**src/rtl/result_bcd_formatter_if.sv**
```systemverilog
// Handshake bundle between the ALU result source and the BCD formatter.
// master drives the result and done flag; slave (the formatter) returns the digits.
interface result_bcd_formatter_if #(
   parameter int unsigned DATA_W = 8,
   parameter int unsigned DIGITS = 3
);
   logic [DATA_W-1:0]   result_uncoded;
   logic                alu_done;
   logic [DIGITS*4-1:0] bcd_out;
   logic                sign;
   logic [DIGITS-1:0]   digit_blank;
   logic                bcd_valid;
   logic                busy;
   logic                overrun;

   modport master (
      output result_uncoded, alu_done,
      input  bcd_out, sign, digit_blank, bcd_valid, busy, overrun
   );

   modport slave (
      input  result_uncoded, alu_done,
      output bcd_out, sign, digit_blank, bcd_valid, busy, overrun
   );
endinterface

```
**src/rtl/result_bcd_formatter.sv**
```systemverilog
// Sequential double-dabble binary-to-BCD converter (one shift per clock) with blanking flags.
// Define SIGNED_RESULT_EN to treat the input as two's complement and report a sign.
module result_bcd_formatter #(
   parameter int unsigned DATA_W = 8,
   parameter int unsigned DIGITS = 3
) (
   input logic                    clk,
   input logic                    rst,
   result_bcd_formatter_if.slave  bus
);
   localparam int unsigned CNT_W = $clog2(DATA_W + 1);
   localparam int unsigned BCD_W = DIGITS * 4;

   typedef enum logic [1:0] {StIdle, StShift, StDone} state_e;

   state_e            state_q;
   logic              alu_done_q;
   logic [DATA_W-1:0] shift_q;
   logic [BCD_W-1:0]  scratch_q;
   logic [BCD_W-1:0]  scratch_adj;
   logic [CNT_W-1:0]  cnt_q;
   logic [BCD_W-1:0]  bcd_q;
   logic [DIGITS-1:0] blank_q;
   logic [DIGITS-1:0] blank_d;
   logic              zero_above;
   logic              valid_q;
   logic              busy_q;
   logic              overrun_q;
   logic              sign_lat_q;
   logic              sign_q;
   logic              start;
   logic              sign_in;
   logic [DATA_W-1:0] magnitude;

   assign start = bus.alu_done & ~alu_done_q;

`ifdef SIGNED_RESULT_EN
   // Negation truncated to DATA_W bits still yields 2**(DATA_W-1) for the most negative input.
   assign sign_in   = bus.result_uncoded[DATA_W-1];
   assign magnitude = sign_in ? -bus.result_uncoded : bus.result_uncoded;
`else
   assign sign_in   = 1'b0;
   assign magnitude = bus.result_uncoded;
`endif

   always_comb begin
      scratch_adj = scratch_q;
      for (int i = 0; i < DIGITS; i++) begin
         if (scratch_q[i*4 +: 4] >= 4'd5) begin
            scratch_adj[i*4 +: 4] = scratch_q[i*4 +: 4] + 4'd3;
         end
      end
   end

   // A digit is blanked only if it and every more significant digit are zero; units never blank.
   always_comb begin
      blank_d    = '0;
      zero_above = 1'b1;
      for (int i = DIGITS - 1; i >= 1; i--) begin
         zero_above = zero_above & (scratch_q[i*4 +: 4] == 4'd0);
         blank_d[i] = zero_above;
      end
   end

   always_ff @(posedge clk or negedge rst) begin
      if (!rst) begin
         state_q    <= StIdle;
         alu_done_q <= 1'b0;
         shift_q    <= '0;
         scratch_q  <= '0;
         cnt_q      <= '0;
         bcd_q      <= '0;
         blank_q    <= '0;
         valid_q    <= 1'b0;
         busy_q     <= 1'b0;
         overrun_q  <= 1'b0;
         sign_lat_q <= 1'b0;
         sign_q     <= 1'b0;
      end else begin
         alu_done_q <= bus.alu_done;
         valid_q    <= 1'b0;
         overrun_q  <= 1'b0;
         case (state_q)
            StIdle: begin
               if (start) begin
                  shift_q    <= magnitude;
                  scratch_q  <= '0;
                  cnt_q      <= '0;
                  sign_lat_q <= sign_in;
                  busy_q     <= 1'b1;
                  state_q    <= StShift;
               end
            end
            StShift: begin
               overrun_q              <= start;
               {scratch_q, shift_q}   <= {scratch_adj, shift_q} << 1;
               cnt_q                  <= cnt_q + CNT_W'(1);
               if (cnt_q == CNT_W'(DATA_W - 1)) begin
                  state_q <= StDone;
               end
            end
            StDone: begin
               overrun_q <= start;
               bcd_q     <= scratch_q;
               blank_q   <= blank_d;
               sign_q    <= sign_lat_q;
               valid_q   <= 1'b1;
               busy_q    <= 1'b0;
               state_q   <= StIdle;
            end
            default: state_q <= StIdle;
         endcase
      end
   end

   assign bus.bcd_out     = bcd_q;
   assign bus.digit_blank = blank_q;
   assign bus.sign        = sign_q;
   assign bus.bcd_valid   = valid_q;
   assign bus.busy        = busy_q;
   assign bus.overrun     = overrun_q;
endmodule

```
**src/flat_wrapper.sv**
```systemverilog
// flat-port wrapper written by rule: the top's interface ports become plain ports
module result_bcd_formatter_flat 
#(
   parameter int unsigned DATA_W = 8,
   parameter int unsigned DIGITS = 3
)
  (clk, rst, bus_result_uncoded, bus_alu_done, bus_bcd_out, bus_sign, bus_digit_blank, bus_bcd_valid, bus_busy, bus_overrun);
  result_bcd_formatter_if #(.DATA_W(DATA_W), .DIGITS(DIGITS)) bus_i ();
  input logic clk;
  input logic rst;
  input wire logic [$bits(bus_i.result_uncoded)-1:0] bus_result_uncoded;
  input wire logic [$bits(bus_i.alu_done)-1:0] bus_alu_done;
  output wire logic [$bits(bus_i.bcd_out)-1:0] bus_bcd_out;
  output wire logic [$bits(bus_i.sign)-1:0] bus_sign;
  output wire logic [$bits(bus_i.digit_blank)-1:0] bus_digit_blank;
  output wire logic [$bits(bus_i.bcd_valid)-1:0] bus_bcd_valid;
  output wire logic [$bits(bus_i.busy)-1:0] bus_busy;
  output wire logic [$bits(bus_i.overrun)-1:0] bus_overrun;
  assign bus_i.result_uncoded = bus_result_uncoded;
  assign bus_i.alu_done = bus_alu_done;
  assign bus_bcd_out = bus_i.bcd_out;
  assign bus_sign = bus_i.sign;
  assign bus_digit_blank = bus_i.digit_blank;
  assign bus_bcd_valid = bus_i.bcd_valid;
  assign bus_busy = bus_i.busy;
  assign bus_overrun = bus_i.overrun;
  result_bcd_formatter #(.DATA_W(DATA_W), .DIGITS(DIGITS)) u_core (.clk(clk), .rst(rst), .bus(bus_i));
endmodule
```
**config.mk**
```make
export PLATFORM = sky130hd
export DESIGN_NAME = result_bcd_formatter_flat
export DESIGN_NICKNAME = d
export VERILOG_FILES = /design/src/rtl/result_bcd_formatter_if.sv /design/src/rtl/result_bcd_formatter.sv /design/src/flat_wrapper.sv
export SDC_FILE = /design/constraint.sdc
export NUM_CORES = 1
export LEC_CHECK = 0
export ABC_AREA = 1
export CORE_ASPECT_RATIO = 0.6
export CORE_UTILIZATION = 52
export CTS_CLUSTER_SIZE = 24
export DETAILED_ROUTE_END_ITERATION = 12
export PLACE_DENSITY = 0.77
export SYNTH_ARGS = -nofsm -noshare
export SYNTH_HDL_FRONTEND = slang
export SYNTH_SLANG_ARGS = --single-unit
```
**constraint.sdc**
```tcl
create_clock -name clk -period 1.7 [get_ports clk]
set_input_delay 0.34 -clock clk [delete_from_list [all_inputs] [get_ports clk]]
set_output_delay 0.34 -clock clk [all_outputs]
set_load 0.02 [all_outputs]
```
==> metrics.md <==
| Metric | Value |
|---|---|
| Outcome | `complete, but fails checks` |
| Violated checks | `DRC` |
| Resized Gates After CTS | `0` |
| Layout cells sized above 1 | `around 6.8%` |
| Placed insts | `318` |
| Clock Latency Late Sink | `0.30 ns` |
| WL final | `3910 um` |
| Fmax | `about 620 MHz` |
| Post-detail-place hpwl | `2780 um` |
| Final min period | `between 1.5 and 2 ns` |
| Netlist Area Pre-Place | `0.00214 mm2` |
| Final ANT Viol Nets | `0` |
| R2r worst-path depth | `7` |
| Overflow left after global routing | `0` |
| Sw Share | `40.1%` |
| P&R area growth vs syn | `19.6%` |
| Setup TNS | `0 ns` |
| Int Pwr | `2.30 mW` |
| Worst vdd ir | `0.000602 V` |
| Ports | `30` |
| Via count | `about 1700` |
| Critical path endpoint category | `output pin` |
| Multi-input logic area | `just under 900 um2` |
| Hold Fails Final Rpt | `0` |
| WP data arrival | `1.27 ns` |
| Post-synthesis sequential area ratio | `51.5%` |
| Max-cap viol count | `0` |
| Comb pwr share | `a little over two fifths` |
| Fin cells | `327` |
| Diodes inserted | `0` |
| CTS max path bufs | `2` |
| Pre-antenna DRT Iters | `10` |
| YS warnings | `0` |
| GP Congestion | `approximately 0.8` |
| Core Region | `0.00381 mm2` |
| Lkg Pwr | `1.26 nW` |
| Max_slew headroom | `59.3%` |
| Total clock sinks | `44` |
| Final Max Slew Viols | `0` |
| Mapped Avg Cell Area | `8.63 um2` |
| Largest net degree at the start of global routing | `45` |
| Filler cell count | `roughly 300` |
| Rows | `17` |
| Nets | `302` |
| Clock H-tree levels | `2` |
| Synth Register Bits | `44` |
| Setup Skew | `0.00775 ns` |
| Critical path type | `reg2out` |
| Initial antenna violation count | `0` |
| Sequential share of power | `39.9%` |
| PD cells | `roughly 1500 mW/mm2` |
| Hold path depth | `2` |
| Startpoint types | `flip-flop` |
| Synth cell types | `26` |
| Register area | `approximately 0.0011 mm2` |
| CTS tree | `yes` |
| DRC errors left | `2` |
| Final worst-path cycle share | `94.9%` |
| GRT Util Overall | `21.2%` |
| Share of the core filled with cells | `67.2%` |
| Worst path required time | `1.36 ns` |
| HP Class | `reg2reg` |
| CTS buffer count | `5` |
| Worst path max stage delay | `between 0.6 and 0.7 ns` |
| Clk root buf | `clkbuf_8` |
| Buf/Inv on CP | `1` |
| CP delay by family, top | `buffers and inverters` |
| Starting Density | `between 50% and 60%` |
| FF-to-FF Start | `u_core.state_q[1]$_DFFE_PN0P_` |
| Crit path depth | `1` |
| Worst Setup SP | `u_core.bus.bcd_out[4]$_DFFE_PN0P_` |
| Initial detailed-routing violation count | `80` |
| Die H | `51.7 um` |
| Die area | `0.00438 mm2` |
| Clock Power Share | `17.7%` |
| Largest fanout on the critical path | `2` |
| RSZ-0062 raised after global routing | `no` |
| Final setup fails | `0` |
| Vias per cell | `5.05` |
| Vias in the first global route | `roughly 1500` |
| Post-CTS Setup Bufs | `0` |
| Buffers on Ports | `27` |
| Sw power | `1.54 mW` |
| Die Span X | `84.8 um` |
| Cells after Synth | `between 200 and 250` |
| First-pass GRT wire length | `between 6000 and 7000 um` |
| Worst slew pin tran | `0.611 ns` |
| Critical Path, Cell by Cell | `clkdlybuf4s50_1` |
| Clock slew at reported path FFs | `0.08 ns` |
| Slowest CP cell | `clkdlybuf4s50_1` |
| Routed wire per std cell | `roughly 12 um` |
| HP Start | `u_core.bus.bcd_out[2]$_DFFE_PN0P_` |
[placed cells by master (no fill, tap or decap), types with 2 or more instances in the layout]
cell,Yosys,routed
inv_1,21,21
ha_1,12,12
nor2_1,12,12
a21oi_1,3,3
a31oi_1,6,6
clkbuf_8,0,6
nand3_1,17,17
buf_4,4,2
inv_2,2,2
dfrtp_1,44,44
clkinv_2,0,2
conb_1,1,2
nand4_1,5,5
o21ai_0,22,22
xnor2_1,2,2
nand2_1,83,83
clkdlybuf4s50_1,0,26
buf_12,0,2
[registers in the layout (all words and copies together), names as in the netlist]
name and flops:
u_core.bus.bcd_valid 1, u_core.bus.busy 1, u_core.bus.digit_blank 2, u_core.bus.overrun 1, u_core.shift_q 8, u_core.scratch_q 12
u_core.cnt_q 4, u_core.state_q 2, u_core.alu_done_q 1, u_core.bus.bcd_out 12
[synth_stat cells]
cell type | n | share of area [%]
ha_1 | 12 | 7.0
o211ai_1 | 1 | 0.35
o21bai_1 | 1 | 0.35
a31oi_1 | 6 | 1.8
buf_2 | 2 | 0.47
nand3_2 | 1 | 0.47
a21oi_4 | 1 | 0.76
nand3_1 | 17 | 4.0
mux2i_1 | 1 | 0.47
o21ai_1 | 1 | 0.23
nor2_1 | 12 | 2.1
nand4_1 | 5 | 1.5
o21ai_0 | 22 | 5.1
a22oi_1 | 1 | 0.35
nand2_1 | 83 | 15
xnor2_1 | 2 | 0.82
nand2_2 | 1 | 0.29
inv_2 | 2 | 0.35
buf_4 | 4 | 1.4
buf_6 | 2 | 1.1
conb_1 | 1 | 0.18
dfrtp_1 | 44 | 51
inv_1 | 21 | 3.7
o21ai_2 | 1 | 0.41
clkbuf_1 | 1 | 0.18
a21oi_1 | 3 | 0.70
[worst paths after layout]
path / endpoint / slack [ns]
setup / recovery: bus_bcd_out[4] / 0.09
hold / removal: u_core.bus.bcd_out[2]$_DFFE_PN0P_ / 0.48
setup reg to reg: u_core.shift_q[7]$_DFFE_PN0P_ / 0.20
hold reg to reg: u_core.bus.bcd_out[2]$_DFFE_PN0P_ / 0.48
max in group asynchronous: u_core.cnt_q[3]$_DFFE_PN0P_ / 0.95
min in group asynchronous: u_core.bus.busy$_DFFE_PN0P_ / 0.54
[layer usage]
layer / GRT usage (%) / routed length (um)
met1: 31.4 / 2170
met2: 28.6 / 1550
met3: 5.40 / 152
met4: 11.0 / 31
met5: 0 / 0
[layout make-up]
class	instances	share of cell area, %
flip-flops and latches	44	43.0
multi-input cells	173	34.8
repair buffers	32	12.9
inverters	23	3.37
clock buffers	6	3.23
well taps	47	2.30
clock inverters	2	0.391
[power by group through the flow]
stage | combinational (mW) | clock [mW] | sequential [mW]
floorplan | 1.04 | 0 | 1.64
global placement | 1.61 | 0 | 1.54
detailed placement | 1.64 | 0 | 1.56
CTS | 1.64 | 0.710 | 1.54
global route | 1.86 | 0.748 | 1.57
finish | 1.63 | 0.681 | 1.53
[stage by stage]
step | area, um2 | hold WS [ns] | worst slack [ns] | power (mW)
after floorplan | 2140 | 0.0444 | 0.358 | 2.68
after global placement | 2460 | 0.335 | 0.0828 | 3.15
after detailed placement | 2460 | 0.335 | 0.0825 | 3.19
after CTS | 2560 | 0.485 | 0.0689 | 3.89
after global routing | 2560 | 0.511 | 0.0195 | 4.18
final | 2560 | 0.478 | 0.0873 | 3.85
[repair_timing]
| item | CTS | global route |
|---|---|---|
| hold buffers | 1 | 0 |
| hold endpoints to repair | 9 | 0 |
| endpoints found under the setup margin | 0 | 0 |
[kinds of logic after synthesis]
logic type	synth area share (%)
buffers and inverters	7.13
adders and majority gates	7.02
and+or+nand+nor	22.9
muxes	0.468
DFF	51.5
AOI/OAI and AO/OA	10.1
other	0.175
xor gates and xnor gates	0.819
(Power assumes the default switching activity.)
